$ cat src/rtl/burst_accumulator.sv
// Burst accumulator: adds/subtracts BURST_LEN signed operands into a running sum via a
// 32-bit carry-bypass adder. Optional macro SATURATE_EN clamps the sum on overflow.
module CarryByPassAdder (
    input  logic [31:0] a,
    input  logic [31:0] b,
    input  logic        Cin,
    output logic [31:0] S,
    output logic        Cout,
    output logic        posOverflow,
    output logic        negOverflow
);
    logic [31:0] w_p;
    logic [31:0] w_g;
    logic [7:0]  w_blk_p;
    logic [32:0] w_c;

    generate
        for (genvar gi = 0; gi < 8; gi++) begin : g_blk
            assign w_p[gi*4 +: 4] = a[gi*4 +: 4] ^ b[gi*4 +: 4];
            assign w_g[gi*4 +: 4] = a[gi*4 +: 4] & b[gi*4 +: 4];
            assign w_blk_p[gi]    = &w_p[gi*4 +: 4];
        end
    endgenerate

    // Ripple inside each 4-bit block; a fully propagating block forwards its carry-in.
    always_comb begin
        w_c = '0;
        w_c[0] = Cin;
        for (int blk = 0; blk < 8; blk++) begin
            for (int bit_i = 0; bit_i < 4; bit_i++) begin
                w_c[blk*4 + bit_i + 1] = w_g[blk*4 + bit_i] | (w_p[blk*4 + bit_i] & w_c[blk*4 + bit_i]);
            end
            if (w_blk_p[blk]) begin
                w_c[blk*4 + 4] = w_c[blk*4];
            end
        end
    end

    assign S           = w_p ^ w_c[31:0];
    assign Cout        = w_c[32];
    assign posOverflow = ~a[31] & ~b[31] &  S[31];
    assign negOverflow =  a[31] &  b[31] & ~S[31];
endmodule

module burst_accumulator #(
    parameter int BURST_LEN = 4
) (
    input  logic        clk,
    input  logic        rst,
    input  logic        clear,
    input  logic        in_valid,
    output logic        in_ready,
    input  logic [31:0] in_data,
    input  logic        in_sub,
    output logic        out_valid,
    input  logic        out_ready,
    output logic [31:0] out_sum,
    output logic        out_pos_ovf,
    output logic        out_neg_ovf,
    output logic        out_cout
);
    typedef enum logic {ACCUM, HOLD} state_t;

    state_t      r_state;
    logic [31:0] r_acc;
    logic [7:0]  r_cnt;
    logic        r_pos_ovf;
    logic        r_neg_ovf;
    logic        r_cout;
    logic        r_in_ready;
    logic        r_out_valid;

    logic [31:0] w_b;
    logic [31:0] w_s;
    logic        w_cout;
    logic        w_pos;
    logic        w_neg;
    logic [31:0] w_acc_next;

    assign w_b = in_sub ? ~in_data : in_data;

    CarryByPassAdder u_adder (
        .a           (r_acc),
        .b           (w_b),
        .Cin         (in_sub),
        .S           (w_s),
        .Cout        (w_cout),
        .posOverflow (w_pos),
        .negOverflow (w_neg)
    );

`ifdef SATURATE_EN
    assign w_acc_next = w_pos ? 32'h7FFF_FFFF : (w_neg ? 32'h8000_0000 : w_s);
`else
    assign w_acc_next = w_s;
`endif

    always_ff @(posedge clk or posedge rst) begin
        if (rst) begin
            r_state     <= ACCUM;
            r_acc       <= '0;
            r_cnt       <= '0;
            r_pos_ovf   <= 1'b0;
            r_neg_ovf   <= 1'b0;
            r_cout      <= 1'b0;
            r_in_ready  <= 1'b1;
            r_out_valid <= 1'b0;
        end else if (clear) begin
            r_state     <= ACCUM;
            r_acc       <= '0;
            r_cnt       <= '0;
            r_pos_ovf   <= 1'b0;
            r_neg_ovf   <= 1'b0;
            r_in_ready  <= 1'b1;
            r_out_valid <= 1'b0;
        end else begin
            case (r_state)
                ACCUM: begin
                    if (in_valid && r_in_ready) begin
                        r_acc     <= w_acc_next;
                        r_pos_ovf <= r_pos_ovf | w_pos;
                        r_neg_ovf <= r_neg_ovf | w_neg;
                        r_cout    <= w_cout;
                        if (r_cnt == 8'(BURST_LEN - 1)) begin
                            r_cnt       <= '0;
                            r_state     <= HOLD;
                            r_in_ready  <= 1'b0;
                            r_out_valid <= 1'b1;
                        end else begin
                            r_cnt <= r_cnt + 8'd1;
                        end
                    end
                end
                HOLD: begin
                    // Release cycle: nothing accepted until ACCUM is re-entered.
                    if (out_ready) begin
                        r_acc       <= '0;
                        r_pos_ovf   <= 1'b0;
                        r_neg_ovf   <= 1'b0;
                        r_state     <= ACCUM;
                        r_in_ready  <= 1'b1;
                        r_out_valid <= 1'b0;
                    end
                end
                default: begin
                    r_state     <= ACCUM;
                    r_in_ready  <= 1'b1;
                    r_out_valid <= 1'b0;
                end
            endcase
        end
    end

    assign in_ready    = r_in_ready;
    assign out_valid   = r_out_valid;
    assign out_sum     = r_acc;
    assign out_pos_ovf = r_pos_ovf;
    assign out_neg_ovf = r_neg_ovf;
    assign out_cout    = r_cout;
endmodule

$ cat config.mk
export PLATFORM = sky130hd
export DESIGN_NAME = burst_accumulator
export DESIGN_NICKNAME = d
export VERILOG_FILES = /design/src/rtl/burst_accumulator.sv
export SDC_FILE = /design/constraint.sdc
export NUM_CORES = 1
export LEC_CHECK = 0
export CAP_MARGIN = 20
export CORE_UTILIZATION = 51
export CTS_CLUSTER_DIAMETER = 80
export DETAILED_ROUTE_END_ITERATION = 16
export GPL_ROUTABILITY_DRIVEN = 0
export PLACE_DENSITY = 0.86
export SYNTH_ARGS = -nofsm -noshare
export SYNTH_HDL_FRONTEND = slang
export SYNTH_SLANG_ARGS = --single-unit
export TNS_END_PERCENT = 100
$ cat constraint.sdc
create_clock -name clk -period 18.5 [get_ports clk]
set_clock_uncertainty 0.1 [all_clocks]
set_input_delay 3.7 -clock clk [delete_from_list [all_inputs] [get_ports clk]]
set_output_delay 3.7 -clock clk [all_outputs]
set_load 0.01 [all_outputs]
# Word level (Yosys, flattened, before mapping)
# Cells that the tools add are included.
[word_totals]
regBits = 46
in_bits = 38
[classes]
add_sub_neg = 1
eq_ne = 5
mux = 38
bitwise_logic = 93
reduce_logical = 14
[ops]
columns = ["cell", "count"]
rows = [
  ["$mux W32", 4],
  ["$pmux W32 S2", 1],
  ["$and A1 B1 Y1", 36],
  ["$or A1 B1 Y1", 34],
  ["$and A4 B4 Y4", 8],
  ["$mux W8", 4],
  ["$not A32 Y32", 1],
  ["$reduce_and A4 Y1", 8],
  ["$xor A32 B32 Y32", 1],
  ["$xor A4 B4 Y4", 8],
  ["$mux W1", 24],
  ["$pmux W1 S2", 5],
  ["$ne A3 B3 Y1 const B", 3],
  ["$add A8 B1 Y8 const B", 1],
  ["$eq A8 B2 Y1 const B", 1],
  ["$reduce_and A3 Y1", 2],
  ["$not A1 Y1", 5],
  ["$reduce_and A2 Y1", 2],
  ["$ne A2 B2 Y1 const B", 1],
  ["$reduce_bool A2 Y1", 1],
  ["$logic_and A1 B1 Y1", 1],
]

# Logic depth before layout (Yosys ltp)
# Gate-level depths: netlist of the first run.
[logic_depth]
word_depth = 79
mapped_depth = 54
mapped_depth_nobuf = 52

# By module
# From an unflattened synthesis of the first run, not the netlist that was laid out.
[hier_totals]
cells_unflattened = 281
hier_area_um2 = 3383.2
[by_module_without_submodules]
columns = ["module", "n_inst", "cells_each", "area_per_inst_um2", "seq_area_each_um2"]
rows = [
  ["burst_accumulator", 1, 173, 2094.5, 1152.4],
  ["CarryByPassAdder", 1, 108, 1288.7, 0.0],
]

# Least setup slack after synthesis of the first run
# Ideal clock, no wire load.
[synth_path]
path_kind = "input to register"
start = "input port in_sub"
end = "register r_neg_ovf (netlist: out_neg_ovf)"
setup_ns = 0.122
arrival_ns = 18.283
required_time_ns = 18.278
slack_ns = -0.005
stages = 53
path_cell_list = "clkbuf_1 > buf_2 > xor2_1 > fa_1 > fa_1 > fa_1 > a41oi_1 > nor2_1 > fa_1 > fa_1 > fa_1 > fa_1 > nand2_1 > o31ai_1 > fa_1 > fa_1 > fa_1 > fa_1 > (+17 left out) > fa_1 > fa_1 > fa_1 > nor2b_1 > a21oi_1 > fa_1 > fa_1 > fa_1 > fa_1 > nand2_1 > nand3_1 > fa_1 > fa_1 > fa_1 > inv_1 > fa_1 > a31oi_1 > nor2_1"
[synth_between]
elab_chain_len = 78
[synth_rtl]
columns = ["item", "line_no", "text"]
rows = [
  ["start, declared", "54", "input logic in_sub,"],
  ["$mux W32", "80", "assign w_b = in_sub ? ~in_data : in_data;"],
  ["$xor A4 B4 Y4", "19", "assign w_p[gi*4 +: 4] = a[gi*4 +: 4] ^ b[gi*4 +: 4];"],
  ["$and A1 B1 Y1", "31", "w_c[blk*4 + bit_i + 1] = w_g[blk*4 + bit_i] | (w_p[blk*4 + bit_i] & w_c[blk*4 + bit_i]);"],
  ["$or A1 B1 Y1", "31", ""],
  ["$and A1 B1 Y1", "31", ""],
  ["$or A1 B1 Y1", "31", ""],
  ["$and A1 B1 Y1", "31", ""],
  ["$or A1 B1 Y1", "31", ""],
  ["(+62 left out)", "--", ""],
  ["$or A1 B1 Y1", "31", ""],
  ["$xor A32 B32 Y32", "39", "assign S = w_p ^ w_c[31:0];"],
  ["$not A1 Y1", "42", "assign negOverflow = a[31] & b[31] & ~S[31];"],
  ["$and A1 B1 Y1 *", "42", ""],
  ["$or A1 B1 Y1 *", "122", "r_neg_ovf <= r_neg_ovf | w_neg;"],
  ["$mux W1 *", "119", "if (in_valid && r_in_ready) begin"],
  ["$pmux W1 S2 *", "117", "case (r_state)"],
  ["$mux W1 *", "108", "end else if (clear) begin"],
  ["end signal, assigned", "122", ""],
  ["end, declared", "68", "logic r_neg_ovf;"],
]
# Mark *: on every way between the ends. The rest lies on a longest branch, timed or not. The select of a mux whose other input is x is not followed.
# A chain may end at the register's enable or synchronous reset.

# Final worst setup path of the first run
[layout_path]
start = "input port in_data[0]"
end = "register r_neg_ovf (netlist: out_neg_ovf)"
[layout_between]
elab_chain_len = 79
[layout_rtl]
columns = ["item", "line_no", "text"]
rows = [
  ["start, declared", "53", "input logic [31:0] in_data,"],
  ["$not A32 Y32", "80", ""],
  ["$mux W32 *", "80", ""],
  ["$xor A4 B4 Y4", "19", ""],
  ["$and A1 B1 Y1", "31", ""],
  ["$or A1 B1 Y1", "31", ""],
  ["$and A1 B1 Y1", "31", ""],
  ["$or A1 B1 Y1", "31", ""],
  ["$and A1 B1 Y1", "31", ""],
  ["(+63 left out)", "--", ""],
  ["$or A1 B1 Y1 *", "31", ""],
  ["$xor A32 B32 Y32 *", "39", ""],
  ["$not A1 Y1 *", "42", ""],
  ["$and A1 B1 Y1 *", "42", ""],
  ["$or A1 B1 Y1 *", "122", ""],
  ["$mux W1 *", "119", ""],
  ["$pmux W1 S2 *", "117", ""],
  ["$mux W1 *", "108", ""],
]
# Marked as above.

==> results of run 1 <==
-- power by group through the flow --
stage	logic, µW	registers (µW)	clock network (µW)
floorplan	92.2	151	0
detailed placement	181	147	0
global placement	171	147	0
global route	220	151	71.1
CTS	189	147	67.0
finish	199	147	65.7
-- kinds of logic (layout without fill, tap and decap cells) --
family,after synthesis,count (layout),synth area share (%)
xor+xnor,34,34,8.831
fa+ha+maj,64,64,30.65
buf+inv,19,107,2.226
simple gates,63,63,9.722
compound gates,61,61,14.06
flops,46,46,34.17
mux,1,1,0.3339
-- placed cells by master, fill, tap and decap left out, drive strengths merged, types with 2 or more instances in the layout --
cell type	n
clkdlybuf4s50	73
buf	19
clkbuf	6
and3	2
xor2	33
nand2	16
a31oi	3
o31ai	3
inv	7
a22o	31
o21ai	11
o41ai	2
nor3	5
nand4	7
nand2b	2
a21oi	6
fa	31
nand3	6
nor2	15
nor2b	2
ha	33
dfrtp	45
-- through the flow --
stage | util, % | instance area [µm²] | power (µW) | hold WS [ns] | std cells
6_report | 71.13 | 4517 | 411.6 | 0.3868 | 453
5_1_grt | 71.13 | 4517 | 442.5 | 0.4191 | 453
4_1_cts | 69.75 | 4429 | 403.1 | 0.3830 | 450
3_5_place_dp | 67.25 | 4270 | 328.2 | 0.3770 | 440
3_3_place_gp | 67.25 | 4270 | 317.5 | 0.3653 | 440
2_1_floorplan | - | 3374 | 243.6 | 0.3424 | 288
-- layout make-up --
type                       instances  area, µm²  share of cell area (%)
timing repair buffer              92      883.3                   19.56
clock buffer                       6      82.58                   1.828
inverter                           7      26.28                  0.5817
tap                               77      96.34                   2.133
clock inverter                     2      12.51                  0.2770
multi-input combinational        223       2263                   50.11
sequential                        46       1152                   25.51
-- worst min-delay path by stage --
stage,to,slack (ns),depth (start not counted)
6_report,r_cnt[7],0.39,1
5_1_grt,r_cnt[7],0.42,1
4_1_cts,r_cnt[7],0.38,1
3_5_place_dp,r_cnt[7],0.38,1
3_3_place_gp,r_cnt[7],0.37,1
2_1_floorplan,r_cnt[7],0.34,1
-- repair_timing --
action / CTS / global route
endpoints found under the setup margin: 5 / 5
pin swaps: 0 / 6
buffers inserted: 2 / 2
endpoints found under the hold margin: 0 / 0
hold buffers: 0 / 0
resized for setup: 16 / 17
-- state kept, by name, summed over array words and instances, names as in the netlist --
| register | cells |
|---|---|
| out_neg_ovf | 1 |
| r_cnt | 8 |
| out_valid | 1 |
| out_sum | 32 |
| out_cout | 1 |
| in_ready | 1 |
| out_pos_ovf | 1 |
| r_state | 1 |
-- worst max-delay path: cells and delay by family --
| kind | cells | cell delay [ns] |
|---|---|---|
| mux | 1 | 0.35 |
| fa+ha+maj | 31 | 11.72 |
| compound gates | 5 | 0.65 |
| simple gates | 12 | 1.07 |
| buf+inv | 3 | 0.62 |
-- layer usage --
metal	vias to the layer above	global-route usage [%]
li1	1180	-
met1	1281	30.59
met5	-	0
met2	79	36.36
met3	9	5.268
met4	0	4.702
==> flow_metrics.tcl, run 1 <==
set metrics [dict create \
    clock-root-buffer "clkbuf_8" \
    grt_pass1_wl_um 12440 \
    r2r-end "out_neg_ovf" \
    synth.avg_cell_area_um2 11.71 \
    grt_pass1_vias 2624 \
    synthDistinctLibCells 39 \
    path_class "in -> reg" \
    min_period_ns 18.06 \
    worstMarginPinSlew_ns 0.5003 \
    finalCritPeriodShare_pct 97.60 \
    synthTopCellsByArea "dfrtp_1 33%, fa_1 18%, ha_1 12%" \
    io_pins 75 \
    cp.required_ns 18.59 \
    min_from "r_cnt[7]" \
    critPathMaxStageDelay_ns 0.48 \
    setup_ws_ns 0.4444 \
    fp-row-count 29 \
    cp_common_cell "fa_2" \
    netlist_instances 288 \
    grt_usage_pct 22.31 \
    cp_max_fo 3 \
    synth.most_common_cell "dfrtp_1" \
    crit_start "in_data[0]" \
    cap_violations 0 \
    grt_start_max_net_pins 47 \
    dieHeight_um 83.31 \
    routed.top_layer "met4" \
    remaining_drc_errors 0 \
    yosys_warnings 0 \
    ys_top_cells_by_count "45 x dfrtp_1, 33 x ha_1, 33 x xor2_1" \
    num-nets-final 477 \
    ys_seq_elements 46 \
    synth.top_cell.area_share_pct 33.40 \
    fillers 434 \
    sw_frac_of_total_pct 37.24 \
    cts_buffers 5 \
    clk_path_buf_depth 2 \
    wl_met3_um 424 \
    synthFlopType "dfrtp_1" \
    core_area_um2 6350 \
    dr_wl_met2_um 3843 \
    end_kind "flip-flop" \
    crit_end "out_neg_ovf" \
    drv_slew 0 \
    syn_to_final_growth_pct 33.95 \
    power.ir.vdd_worst_v 0.00004584 \
    setup_viol_count_final 0 \
    dp_hpwl_um 5260 \
    p_leak_uw 0.002031 \
    cts_tree "yes" \
    async_reset_ff_share_pct 100.0 \
    final_antenna_net_count 0 \
    tns_ns 0 \
    p_seq_share_pct 35.8 \
    fmax_ghz 0.05538 \
    synthesis.area_um2 3372 \
    wl_per_cell_um 16.64 \
    firstDrtPassIters 4 \
    cts.sinks 46 \
    rr_startpoint "out_sum[0]" \
    antenna_cells 0 \
    synth_edf_count 0 \
    io_buffers 74 \
    htree_levels 2 \
    relSlewSlack_pct 66.29 \
    syn-num-nets 390 \
    synth_largest_area_cell "dfrtp_1" \
    pre_cts_slack_ns -1.087 \
    r2r_cells 51 \
    r2r_slack_ns 3.94 \
    p_comb_share_pct 48.2 \
    drt_iter0_drc 248 \
    viasPerCell 5.627 \
    clock_latency_ns 0.30 \
    clkTransAtPathRegs_ns 0.09 \
    worst_setup_path_start_kind "input port" \
    antenna_found_initial 0 \
    status "finished clean" \
    synth_seq_area_share_pct 34.17 \
    die_area_um2 6941 \
    hold_viol 0 \
    hold_class "reg -> reg" \
    met1Wirelength_um 3192 \
    clkPwrFrac_pct 16.0 \
    via_count 2549 \
    start_util_pct 53.10 \
    drt_wl_total_um 7539 \
    power_density_nw_per_um2 91.12 \
    final_layout_size_suffix_gt1_share_pct 17.82 \
    die_w_um 83.31 \
    intPower_uw 258.3 \
    critPathArrivalTime_ns 18.15 \
    overflow 0 \
    crit_slowest_cell "clkdlybuf4s50_1" \
    netSwitchingPower_uw 153.3 \
]
Note: power is estimated with default switching activity, not from simulation.
==> run 2, diff against run 1 <==
- CORE_UTILIZATION: 51 -> 53
- CTS_BUF_LIST: default -> sky130_fd_sc_hd__clkbuf_8
- PLACE_DENSITY: 0.86 -> 0.88
==> flow_metrics.tcl, run 2 (synthesized netlist as in run 1, its figures left out) <==
set metrics [dict create \
    status "finished clean" \
    fillers 365 \
    power_density_nw_per_um2 99.24 \
    postCtsHoldBufs 0 \
    overflow 0 \
    remaining_drc_errors 0 \
    final_cells 463 \
    min_period_ns 17.95 \
    relSlewSlack_pct 56.25 \
    largest_reg_flops 32 \
    power.ir.vdd_worst_v 0.00005431 \
    drt_wl_total_um 8099 \
    worstMarginPinSlew_ns 0.6555 \
    cp_max_fo 3 \
    final_common_cell "clkdlybuf4s50_1" \
    critPathArrivalTime_ns 18.09 \
    grt_pass1_wl_um 13390 \
    htree_levels 2 \
    cts.sinks 46 \
    num-nets-final 489 \
    post-place-cells 436 \
    cts_buffers 5 \
    start_util_pct 55.96 \
    worst_setup_path_start_kind "input port" \
    hold_class "reg -> reg" \
    cp_common_cell "fa_2" \
    io_buffers 74 \
    core_area_um2 6026 \
    grt_usage_pct 27.22 \
    dieHeight_um 81.77 \
    die_area_um2 6686 \
    clock-root-buffer "clkbuf_8" \
    antenna_found_initial 0 \
    grt_start_max_net_pins 47 \
    wl_per_cell_um 17.49 \
    syn_to_final_growth_pct 37.37 \
    firstDrtPassIters 5 \
    via_count 2663 \
    end_kind "flip-flop" \
    hold_viol 0 \
    dp_hpwl_um 5433 \
    final_layout_size_suffix_gt1_share_pct 19.59 \
    finalCritPeriodShare_pct 97.02 \
    viasPerCell 5.752 \
    die_w_um 81.77 \
    setup_viol_count_final 0 \
    fp-row-count 28 \
    cap_violations 0 \
    io_pins 75 \
    crit_slowest_cell "clkdlybuf4s50_1" \
    path_class "in -> reg" \
    tns_ns 0 \
    timing.hold.ws_ns 0.4112 \
    grt_pass1_vias 2776 \
    cts_tree "yes" \
    fmax_ghz 0.05571 \
    cp.required_ns 18.64 \
    drv_slew 0 \
    final_cell_mix "73 x clkdlybuf4s50_1, 45 x dfrtp_1, 33 x xor2_1, 33 x ha_1, 31 x a22o_1" \
    clk_path_buf_depth 2 \
    antenna_cells 0 \
    final_antenna_net_count 0 \
    drt_iter0_drc 211 \
    clock_latency_ns 0.30 \
    final_cell_area_um2 4632 \
    p_leak_uw 0.002102 \
    clkTransAtPathRegs_ns 0.09 \
    placed_area_um2 4253 \
    critPathMaxStageDelay_ns 0.49 \
]
-- run 2: critical path, delay by kind of cell --
family	cells	cell delay [ns]
simple gates	12	1.14
fa+ha+maj	27	10.09
compound gates	4	0.46
buf+inv	22	2.35
mux	1	0.35
-- run 2: report_power, final --
group          switching (µW)  internal, µW
logic                    95.6           124
clock network            35.4          57.6
registers                28.7           119
-- run 2: stage by stage --
step	util, %	worst slack [ns]	total power (µW)
after floorplan	-	0.07064	243.6
after global placement	70.58	-0.6270	317.5
after detailed placement	70.58	-0.9348	328.0
after CTS	75.83	0.002570	449.2
after global routing	76.87	-0.01441	492.5
final	76.87	0.5514	459.7
-- run 2: worst paths after layout --
path	startpoint	slack, ns	end	cells after the start
setup / recovery	in_data[0]	0.55	out_pos_ovf	66
hold / removal	r_cnt[7]	0.41	r_cnt[7]	1
setup reg to reg	out_sum[0]	4.04	out_pos_ovf	65
hold reg to reg	r_cnt[7]	0.41	r_cnt[7]	1
max in group asynchronous	rst	14.36	in_ready	3
min in group asynchronous	rst	3.47	out_sum[25]	2
-- run 2: per-layer routing --
layer  vias up  wire (µm)  GRT usage, %
met5         -          0             0
met4         0        302         12.81
met3        26        418         4.556
met2       111       4064         45.12
met1      1322       3314         34.70
li1       1204          -             -
-- run 2: area by class of cell --
type / instances / area, µm² / share of cell area [%]
Clock buffer: 6 / 82.58 / 1.783
Clock inverter: 2 / 60.06 / 1.297
Inverter: 7 / 26.28 / 0.5673
Multi-Input combinational cell: 223 / 2243 / 48.43
Sequential cell: 46 / 1152 / 24.88
Tap cell: 75 / 93.84 / 2.026
Timing Repair Buffer: 104 / 973.4 / 21.02
-- run 2: timing repair --
action                     CTS  global route
setup endpoints to repair    5             5
gates resized for setup     14            15
pin swaps                    0             2
setup buffers               17             1
gates cloned                 0             0
